`config.mk`:
```
export PLATFORM = sky130hd
export DESIGN_NAME = rb_burst_sequencer_flat
export DESIGN_NICKNAME = d
export VERILOG_FILES = /design/src/rtl/rb_burst_pkg.sv /design/src/rtl/rb_burst_sequencer_if.sv /design/src/rtl/rb_burst_skid.sv /design/src/rtl/rb_burst_sequencer.sv /design/src/flat_wrapper.sv
export SDC_FILE = /design/constraint.sdc
export NUM_CORES = 1
export LEC_CHECK = 0
export CELL_PAD_IN_SITES_DETAIL_PLACEMENT = 1
export CELL_PAD_IN_SITES_GLOBAL_PLACEMENT = 2
export CORE_MARGIN = 5
export CORE_UTILIZATION = 31
export DETAILED_ROUTE_END_ITERATION = 10
export PLACE_DENSITY = 0.9
export SYNTH_ARGS = -nofsm -noshare
export SYNTH_HDL_FRONTEND = slang
export SYNTH_SLANG_ARGS = --single-unit
```
`constraint.sdc`:
```
create_clock -name clk -period 3.7 [get_ports clk]
set_input_delay 0.925 -clock clk [delete_from_list [all_inputs] [get_ports clk]]
set_output_delay 0.925 -clock clk [all_outputs]
set_load 0.01 [all_outputs]
```
`src/rtl/rb_burst_pkg.sv`:
```
// Shared types and defaults for the register-bank burst sequencer.
package rb_burst_pkg;

    localparam int ADDR_W_DEF = 8;
    localparam int DATA_W_DEF = 8;
    localparam int LEN_W_DEF  = 8;

    typedef enum logic [1:0] {
        IDLE  = 2'd0,
        FETCH = 2'd1,
        SEND  = 2'd2,
        DONE  = 2'd3
    } state_e;

    // A zero length field means the full 2**len_w beats.
    function automatic int len_to_beats(input int len, input int len_w);
        return (len == 0) ? (1 << len_w) : len;
    endfunction

endpackage

```
`src/rtl/rb_burst_sequencer_if.sv`:
```
// Bank read port (req/ack) and burst output port (valid/ready) of the sequencer.
// master = sequencer side, slave = bank + burst sink side.
interface rb_burst_sequencer_if
    import rb_burst_pkg::*;
#(
    parameter int ADDR_W = ADDR_W_DEF,
    parameter int DATA_W = DATA_W_DEF
) ();
    logic              sq_rb_req;
    logic [ADDR_W-1:0] sq_rb_addr;
    logic              rb_sq_ack;
    logic [DATA_W-1:0] rb_sq_data;
    logic              burst_valid;
    logic [DATA_W-1:0] burst_data;
    logic              burst_first;
    logic              burst_last;
    logic              burst_ready;

    modport master (
        output sq_rb_req, sq_rb_addr,
        input  rb_sq_ack, rb_sq_data,
        output burst_valid, burst_data, burst_first, burst_last,
        input  burst_ready
    );

    modport slave (
        input  sq_rb_req, sq_rb_addr,
        output rb_sq_ack, rb_sq_data,
        input  burst_valid, burst_data, burst_first, burst_last,
        output burst_ready
    );
endinterface

```
`src/rtl/rb_burst_skid.sv`:
```
// Two-entry valid/ready buffer with flush; head entry drives the output.
module rb_burst_skid
    import rb_burst_pkg::*;
#(
    parameter int W = DATA_W_DEF + 2
) (
    input  logic         clk,
    input  logic         rst_n,
    input  logic         flush_i,
    input  logic         push_i,
    input  logic [W-1:0] push_data_i,
    input  logic         pop_i,
    output logic         out_valid_o,
    output logic [W-1:0] out_data_o,
    output logic [1:0]   count_o
);
    logic [W-1:0] mem_q [2];
    logic         wr_q;
    logic         rd_q;
    logic [1:0]   cnt_q;

    // Storage and pointers; flush empties the buffer and clears its contents.
    always_ff @(posedge clk or negedge rst_n) begin
        if (!rst_n) begin
            for (int i = 0; i < 2; i++) mem_q[i] <= '0;
            wr_q  <= 1'b0;
            rd_q  <= 1'b0;
            cnt_q <= 2'd0;
        end else if (flush_i) begin
            for (int i = 0; i < 2; i++) mem_q[i] <= '0;
            wr_q  <= 1'b0;
            rd_q  <= 1'b0;
            cnt_q <= 2'd0;
        end else begin
            if (push_i) begin
                mem_q[wr_q] <= push_data_i;
                wr_q        <= ~wr_q;
            end
            if (pop_i) rd_q <= ~rd_q;
            cnt_q <= cnt_q + 2'(push_i) - 2'(pop_i);
        end
    end

    assign out_valid_o = (cnt_q != 2'd0);
    assign out_data_o  = mem_q[rd_q];
    assign count_o     = cnt_q;
endmodule

```
`src/rtl/rb_burst_sequencer.sv`:
```
// Burst read-out sequencer: fetches LEN bytes from the register bank starting at
// BASE and streams them as first/last-marked beats, then pulses done.
// Build option: RB_BURST_PREFETCH_EN overlaps the next bank fetch with the
// current beat through a 2-entry skid buffer (1 beat/cycle).
module rb_burst_sequencer
    import rb_burst_pkg::*;
#(
    parameter int ADDR_W = ADDR_W_DEF,
    parameter int DATA_W = DATA_W_DEF,
    parameter int LEN_W  = LEN_W_DEF
) (
    input  logic                 clk,
    input  logic                 rst_n,
    input  logic                 start_i,
    input  logic [LEN_W-1:0]     len_i,
    input  logic [ADDR_W-1:0]    base_i,
    input  logic                 abort_i,
    rb_burst_sequencer_if.master bus,
    output logic                 busy_o,
    output logic                 done_o,
    output logic                 start_err_o
);
    localparam int CNT_W = LEN_W + 1;

    state_e            state_q;
    logic [ADDR_W-1:0] addr_q;
    logic [CNT_W-1:0]  rem_q;
    logic              first_q;
    logic              req_q;
    logic              done_q;
    logic              err_q;
    logic              start_ok;
    logic              abort_ok;
    logic [CNT_W-1:0]  beats;

    // Abort beats start; abort while idle is a no-op.
    assign start_ok = start_i && !abort_i && (state_q == IDLE);
    assign abort_ok = abort_i && (state_q != IDLE);
    assign beats    = CNT_W'(len_to_beats(32'(len_i), LEN_W));

    assign bus.sq_rb_req  = req_q;
    assign bus.sq_rb_addr = addr_q;
    assign busy_o         = (state_q != IDLE);
    assign done_o         = done_q;
    assign start_err_o    = err_q;

`ifdef RB_BURST_PREFETCH_EN
    localparam int PAY_W = DATA_W + 2;

    logic             push;
    logic             pop;
    logic             sk_valid;
    logic [PAY_W-1:0] sk_data;
    logic [1:0]       sk_count;
    logic [2:0]       cnt_nx;
    logic             more;

    // rem_q counts beats still to fetch; first_q marks the next fetch as beat 0.
    assign push   = req_q && bus.rb_sq_ack && (state_q == FETCH);
    assign pop    = sk_valid && bus.burst_ready;
    assign cnt_nx = 3'(sk_count) + 3'(push) - 3'(pop);
    assign more   = push ? (rem_q != CNT_W'(1)) : (rem_q != '0);

    rb_burst_skid #(.W(PAY_W)) u_skid (
        .clk         (clk),
        .rst_n       (rst_n),
        .flush_i     (abort_ok),
        .push_i      (push),
        .push_data_i ({first_q, (rem_q == CNT_W'(1)), bus.rb_sq_data}),
        .pop_i       (pop),
        .out_valid_o (sk_valid),
        .out_data_o  (sk_data),
        .count_o     (sk_count)
    );

    assign bus.burst_valid = sk_valid;
    assign bus.burst_data  = sk_data[DATA_W-1:0];
    assign bus.burst_last  = sk_valid && sk_data[DATA_W];
    assign bus.burst_first = sk_valid && sk_data[DATA_W+1];

    // FETCH keeps requesting while a slot is guaranteed free; SEND drains the buffer.
    always_ff @(posedge clk or negedge rst_n) begin
        if (!rst_n) begin
            state_q <= IDLE;
            addr_q  <= '0;
            rem_q   <= '0;
            first_q <= 1'b0;
            req_q   <= 1'b0;
            done_q  <= 1'b0;
            err_q   <= 1'b0;
        end else begin
            done_q <= 1'b0;
            err_q  <= start_i && !abort_i && (state_q != IDLE);
            if (abort_ok) begin
                state_q <= IDLE;
                addr_q  <= '0;
                rem_q   <= '0;
                first_q <= 1'b0;
                req_q   <= 1'b0;
            end else begin
                case (state_q)
                    IDLE: if (start_ok) begin
                        addr_q  <= base_i;
                        rem_q   <= beats;
                        first_q <= 1'b1;
                        req_q   <= 1'b1;
                        state_q <= FETCH;
                    end
                    FETCH: begin
                        if (push) begin
                            addr_q  <= addr_q + ADDR_W'(1);
                            rem_q   <= rem_q - CNT_W'(1);
                            first_q <= 1'b0;
                        end
                        req_q <= (req_q && !bus.rb_sq_ack) || (more && (cnt_nx <= 3'd1));
                        if (push && (rem_q == CNT_W'(1))) state_q <= SEND;
                    end
                    SEND: if (pop && sk_data[DATA_W]) begin
                        state_q <= DONE;
                        done_q  <= 1'b1;
                    end
                    DONE:    state_q <= IDLE;
                    default: state_q <= IDLE;
                endcase
            end
        end
    end
`else
    logic              valid_q;
    logic [DATA_W-1:0] data_q;
    logic              bfirst_q;
    logic              blast_q;

    assign bus.burst_valid = valid_q;
    assign bus.burst_data  = data_q;
    assign bus.burst_first = bfirst_q;
    assign bus.burst_last  = blast_q;

    // One fetch then one beat per byte; rem_q counts beats not yet accepted.
    always_ff @(posedge clk or negedge rst_n) begin
        if (!rst_n) begin
            state_q  <= IDLE;
            addr_q   <= '0;
            rem_q    <= '0;
            first_q  <= 1'b0;
            req_q    <= 1'b0;
            valid_q  <= 1'b0;
            data_q   <= '0;
            bfirst_q <= 1'b0;
            blast_q  <= 1'b0;
            done_q   <= 1'b0;
            err_q    <= 1'b0;
        end else begin
            done_q <= 1'b0;
            err_q  <= start_i && !abort_i && (state_q != IDLE);
            if (abort_ok) begin
                state_q  <= IDLE;
                addr_q   <= '0;
                rem_q    <= '0;
                first_q  <= 1'b0;
                req_q    <= 1'b0;
                valid_q  <= 1'b0;
                data_q   <= '0;
                bfirst_q <= 1'b0;
                blast_q  <= 1'b0;
            end else begin
                case (state_q)
                    IDLE: if (start_ok) begin
                        addr_q  <= base_i;
                        rem_q   <= beats;
                        first_q <= 1'b1;
                        req_q   <= 1'b1;
                        state_q <= FETCH;
                    end
                    FETCH: if (bus.rb_sq_ack) begin
                        req_q    <= 1'b0;
                        valid_q  <= 1'b1;
                        data_q   <= bus.rb_sq_data;
                        bfirst_q <= first_q;
                        blast_q  <= (rem_q == CNT_W'(1));
                        state_q  <= SEND;
                    end
                    SEND: if (bus.burst_ready) begin
                        valid_q  <= 1'b0;
                        bfirst_q <= 1'b0;
                        blast_q  <= 1'b0;
                        first_q  <= 1'b0;
                        addr_q   <= addr_q + ADDR_W'(1);
                        rem_q    <= rem_q - CNT_W'(1);
                        if (rem_q == CNT_W'(1)) begin
                            state_q <= DONE;
                            done_q  <= 1'b1;
                        end else begin
                            state_q <= FETCH;
                            req_q   <= 1'b1;
                        end
                    end
                    DONE:    state_q <= IDLE;
                    default: state_q <= IDLE;
                endcase
            end
        end
    end
`endif

endmodule
```
`src/flat_wrapper.sv`:
```
// flat-port wrapper written by rule: the top's interface ports become plain ports
module rb_burst_sequencer_flat import rb_burst_pkg::*;
#(
    parameter int ADDR_W = ADDR_W_DEF,
    parameter int DATA_W = DATA_W_DEF,
    parameter int LEN_W  = LEN_W_DEF
)
  (clk, rst_n, start_i, len_i, base_i, abort_i, busy_o, done_o, start_err_o, bus_sq_rb_req, bus_sq_rb_addr, bus_rb_sq_ack, bus_rb_sq_data, bus_burst_valid, bus_burst_data, bus_burst_first, bus_burst_last, bus_burst_ready);
  rb_burst_sequencer_if #(.ADDR_W(ADDR_W), .DATA_W(DATA_W)) bus_i ();
  input  logic clk;
  input  logic rst_n;
  input  logic start_i;
  input  logic [LEN_W-1:0] len_i;
  input  logic [ADDR_W-1:0] base_i;
  input  logic abort_i;
  output logic busy_o;
  output logic done_o;
  output logic start_err_o;
  output wire logic [$bits(bus_i.sq_rb_req)-1:0] bus_sq_rb_req;
  output wire logic [$bits(bus_i.sq_rb_addr)-1:0] bus_sq_rb_addr;
  input wire logic [$bits(bus_i.rb_sq_ack)-1:0] bus_rb_sq_ack;
  input wire logic [$bits(bus_i.rb_sq_data)-1:0] bus_rb_sq_data;
  output wire logic [$bits(bus_i.burst_valid)-1:0] bus_burst_valid;
  output wire logic [$bits(bus_i.burst_data)-1:0] bus_burst_data;
  output wire logic [$bits(bus_i.burst_first)-1:0] bus_burst_first;
  output wire logic [$bits(bus_i.burst_last)-1:0] bus_burst_last;
  input wire logic [$bits(bus_i.burst_ready)-1:0] bus_burst_ready;
  assign bus_sq_rb_req = bus_i.sq_rb_req;
  assign bus_sq_rb_addr = bus_i.sq_rb_addr;
  assign bus_i.rb_sq_ack = bus_rb_sq_ack;
  assign bus_i.rb_sq_data = bus_rb_sq_data;
  assign bus_burst_valid = bus_i.burst_valid;
  assign bus_burst_data = bus_i.burst_data;
  assign bus_burst_first = bus_i.burst_first;
  assign bus_burst_last = bus_i.burst_last;
  assign bus_i.burst_ready = bus_burst_ready;
  rb_burst_sequencer #(.ADDR_W(ADDR_W), .DATA_W(DATA_W), .LEN_W(LEN_W)) u_core (.clk(clk), .rst_n(rst_n), .start_i(start_i), .len_i(len_i), .base_i(base_i), .abort_i(abort_i), .bus(bus_i), .busy_o(busy_o), .done_o(done_o), .start_err_o(start_err_o));
endmodule
```
==> results.toml <==
[power]
p_int_w = 0.00124
max-vdd-ir-drop_mv = 0.273
share_of_power_burned_in_registers_pct = 30.4
power.combinational.fraction_pct = 53.7
power.static_leakage_nw = 1.14
power_switching_share_pct = 43.9
net_load_switching_power_w = 0.000974
pwr_density_cell_mw_per_mm2 = 806
p_clk_share_pct = 15.9

[synthesis]
yosysSeqAreaShare_pct = 41.2
synthTopCellsByArea = "sky130_fd_sc_hd__dfrtp_1 41%, sky130_fd_sc_hd__nand2_1 6.2%, sky130_fd_sc_hd__ha_1 3.6%"
yosys_top_cell_area_share_pct = 41.2
synthesis.instances = 224
synthesis.area_sq_mm = 0.00207
synth.avg_cell_area_sq_um = 9.23
synth.largest_area_cell = "sky130_fd_sc_hd__dfrtp_1"
synth-seq-cells = 34
yosysWarnings = 0
yosysUniqueCellTypes = 58
postSynthNetCount = 260

[sta]
finalWorstPathRequiredPeriod_ps = 2880
relSlewSlack_pct = 41.4
period_share_pct = 77.8
tightest_slew_ps = 880
achievable-frequency_mhz = 347
timing.clock.skew_ps = 8.39
fin_tns_setup_ps = 0
report.final.hold_viol_count = 0
final-setup-viol-count = 0
setup_repair_after_global_routing_missed_its_margin = "false"
slew_violations = 0

[clock_network]
count_of_h_tree_levels_built_during_cts = 2
clk_path_buf_depth = 2
tritoncts_num_sinks = 34
cts_setup_buffers = 0
clkTransAtPathRegs_ps = 80
cts_made_buffers = 5
tritoncts = "yes"
cts.root.buffer_cell = "sky130_fd_sc_hd__clkbuf_8"
ctsHoldBuffers = 0
cts_resized = 0
worstSkewPairLatency_ps = 290

[critical_path]
criticalPathCategory = "flip-flop to output pin"
setup.worst_path.start_class = "flip-flop"
critPathRequiredTime_ps = 2770
critical_path_arrival_ps = 1950
worst_setup_path_end_kind = "output pin"
critical_path_peak_fanout = 13

[placement]
place.detailed.hpwl_um = 4780
place_inst = 344
finalWeightedCongestion = 0.809
io_buffers = 52

[routing]
dr_drc_count = 0
routed_wire_length_per_instance_um = 18.5
vias = 1979
routed_wirelength_um = 6510
detail-route-antenna-nets = 0
post_detailed_route_via_to_cell_ratio = 5.62
dr.pass1.iters = 4
dr.first_iter.drc_count = 82

[grt]
globalRouteOverflowTotal = 0
grt_antenna_before_repair = 0
vias_in_the_first_global_route = 2071
groute.usage.overall_pct = 15.6
first_pass_grt_wire_length_um = 10600
grt_max_degree = 35

[layout]
share_of_layout_cells_above_drive_strength_1_pct = 8.36
antenna_diode_count = 0
syn2layout_area_growth_pct = 33.2
finish.cell_count_without_fillers = 352
layout.nets = 310

[floorplan]
coreArea_sq_mm = 0.00642
fp.dieArea_sq_mm = 0.00840
io_pins = 53
floorplan.die.width_um = 91.7
die_y_um = 91.7
std_cell_rows = 29
floorplan.initialDensity_pct = 32.2

[flow_run]
drv_cap = 0

[outcome]
status = "complete, no violations"

[worst_hold_path]
min-delay-path-class = "flip-flop to flip-flop"
placed cells by master (no fill, tap or decap), types with 2 or more instances in the layout:
cell                              count
sky130_fd_sc_hd__a41oi_1              2
sky130_fd_sc_hd__nand3b_1             2
sky130_fd_sc_hd__a22oi_1              2
sky130_fd_sc_hd__o21ai_2              2
sky130_fd_sc_hd__clkbuf_8             5
sky130_fd_sc_hd__and3_1               4
sky130_fd_sc_hd__nor2b_1              5
sky130_fd_sc_hd__o2bb2ai_1            3
sky130_fd_sc_hd__clkdlybuf4s50_1     52
sky130_fd_sc_hd__dfrtp_1             34
sky130_fd_sc_hd__clkinvlp_4           2
sky130_fd_sc_hd__a211oi_1             5
sky130_fd_sc_hd__a22o_1               2
sky130_fd_sc_hd__nand2b_1             6
sky130_fd_sc_hd__nor3_1               7
sky130_fd_sc_hd__and2_1               2
sky130_fd_sc_hd__o31ai_1              8
sky130_fd_sc_hd__inv_2                2
sky130_fd_sc_hd__o21ai_1              4
sky130_fd_sc_hd__a21oi_1              3
sky130_fd_sc_hd__o21ai_0             12
sky130_fd_sc_hd__mux2_2               2
sky130_fd_sc_hd__nor2_1              10
sky130_fd_sc_hd__a311oi_1             2
sky130_fd_sc_hd__nand3_1              2
sky130_fd_sc_hd__o22ai_1              2
sky130_fd_sc_hd__nand4_1              2
sky130_fd_sc_hd__inv_1                9
sky130_fd_sc_hd__mux2i_1              6
sky130_fd_sc_hd__ha_1                 6
sky130_fd_sc_hd__nand4b_1             2
sky130_fd_sc_hd__o211ai_1             6
sky130_fd_sc_hd__nand2_1             34
sky130_fd_sc_hd__a31oi_1              3
worst paths after layout:
kind / start / end / slack (ps) / cells after the start
max: u_core.state_q[0] / busy_o / 820 / 4
min: u_core.bus.burst_data[2] / u_core.bus.burst_data[2] / 480 / 2
max reg2reg: u_core.state_q[0] / u_core.first_q / 1100 / 6
min reg2reg: u_core.bus.burst_data[2] / u_core.bus.burst_data[2] / 480 / 2
max in group asynchronous: rst_n / u_core.state_q[1] / 2320 / 2
min in group asynchronous: rst_n / u_core.bus.sq_rb_addr[6] / 1050 / 2
stage by stage:
step	hold WS (ps)	instance area [sq um]	power [W]	setup slack [ps]	utilization, %
final	483	2750	0.00222	820	42.9
after CTS	490	2750	0.00223	829	42.9
after floorplan	456	2070	0.00142	1740	-
after detailed placement	473	2640	0.00187	704	41.1
after global placement	463	2640	0.00183	831	41.1
after global routing	510	2750	0.00238	717	42.9
synthesized netlist by cell type, drive strengths merged:
cell and n:
a211oi 5, a21o 1, a21oi 3, a221o 1, a221oi 1, a22o 2, a22oi 2, a311oi 2
a31oi 3, a32oi 1, a41oi 2, and2 2, and2b 1, and3 4, and4 1, buf 7
clkbuf 3, dfrtp 34, ha 6, inv 11, mux2 3, mux2i 6, nand2 35, nand2b 6
nand3 2, nand3b 2, nand4 2, nand4b 2, nor2 10, nor2b 6, nor3 9, nor4 2
nor4b 1, o2111a 1, o211ai 6, o21a 1, o21ai 18, o22ai 2, o2bb2ai 3, o311a 1
o311ai 1, o31ai 9, o32a 1, or3 1, or4 2
final cells by class:
type,instances,area [sq um]
repair buffers,53,528
flip-flops and latches,34,851
well taps,77,96.3
fillers,762,3670
clock buffers,5,68.8
clock inverters,3,45.0
inverters,11,41.3
multi-input cells,169,1120
cells by family after synthesis:
family	Yosys count	share of synthesized area, %
buf+inv	21	4.54
mux	9	4.54
fa+ha+maj	6	3.63
flops	34	41.2
compound gates	66	23.0
simple gates	88	23.1
metal layers:
metal  track usage, %  part of all wire (%)  vias up  wire length [um]
met5                0                     0        -                 0
met1             20.6                    46      969              2980
met4             4.15                   1.4        0                90
met3             3.52                   6.4       12               414
li1                 -                     -      932                 -
met2             25.9                    47       66              3030
critical path, cell delays in order, from the launching register on:
cell,delay [ps]
sky130_fd_sc_hd__dfrtp_1,460
sky130_fd_sc_hd__inv_1,110
sky130_fd_sc_hd__ha_1,470
sky130_fd_sc_hd__inv_2,120
sky130_fd_sc_hd__clkdlybuf4s50_1,500
power by group through the flow:
stage               combinational (W)  clock, W  sequential [W]
floorplan                    0.000734         0        0.000686
global placement              0.00116         0        0.000674
detailed placement            0.00119         0        0.000682
CTS                           0.00120  0.000359        0.000676
global route                  0.00131  0.000376        0.000696
finish                        0.00119  0.000353        0.000674
registers in the layout, summed over array words and instances, names as in the netlist, 2 cells and up:
register / count
u_core.rem_q: 9
u_core.bus.burst_data: 8
u_core.bus.sq_rb_addr: 8
u_core.state_q: 2
Power figures use the tool's default switching activity.
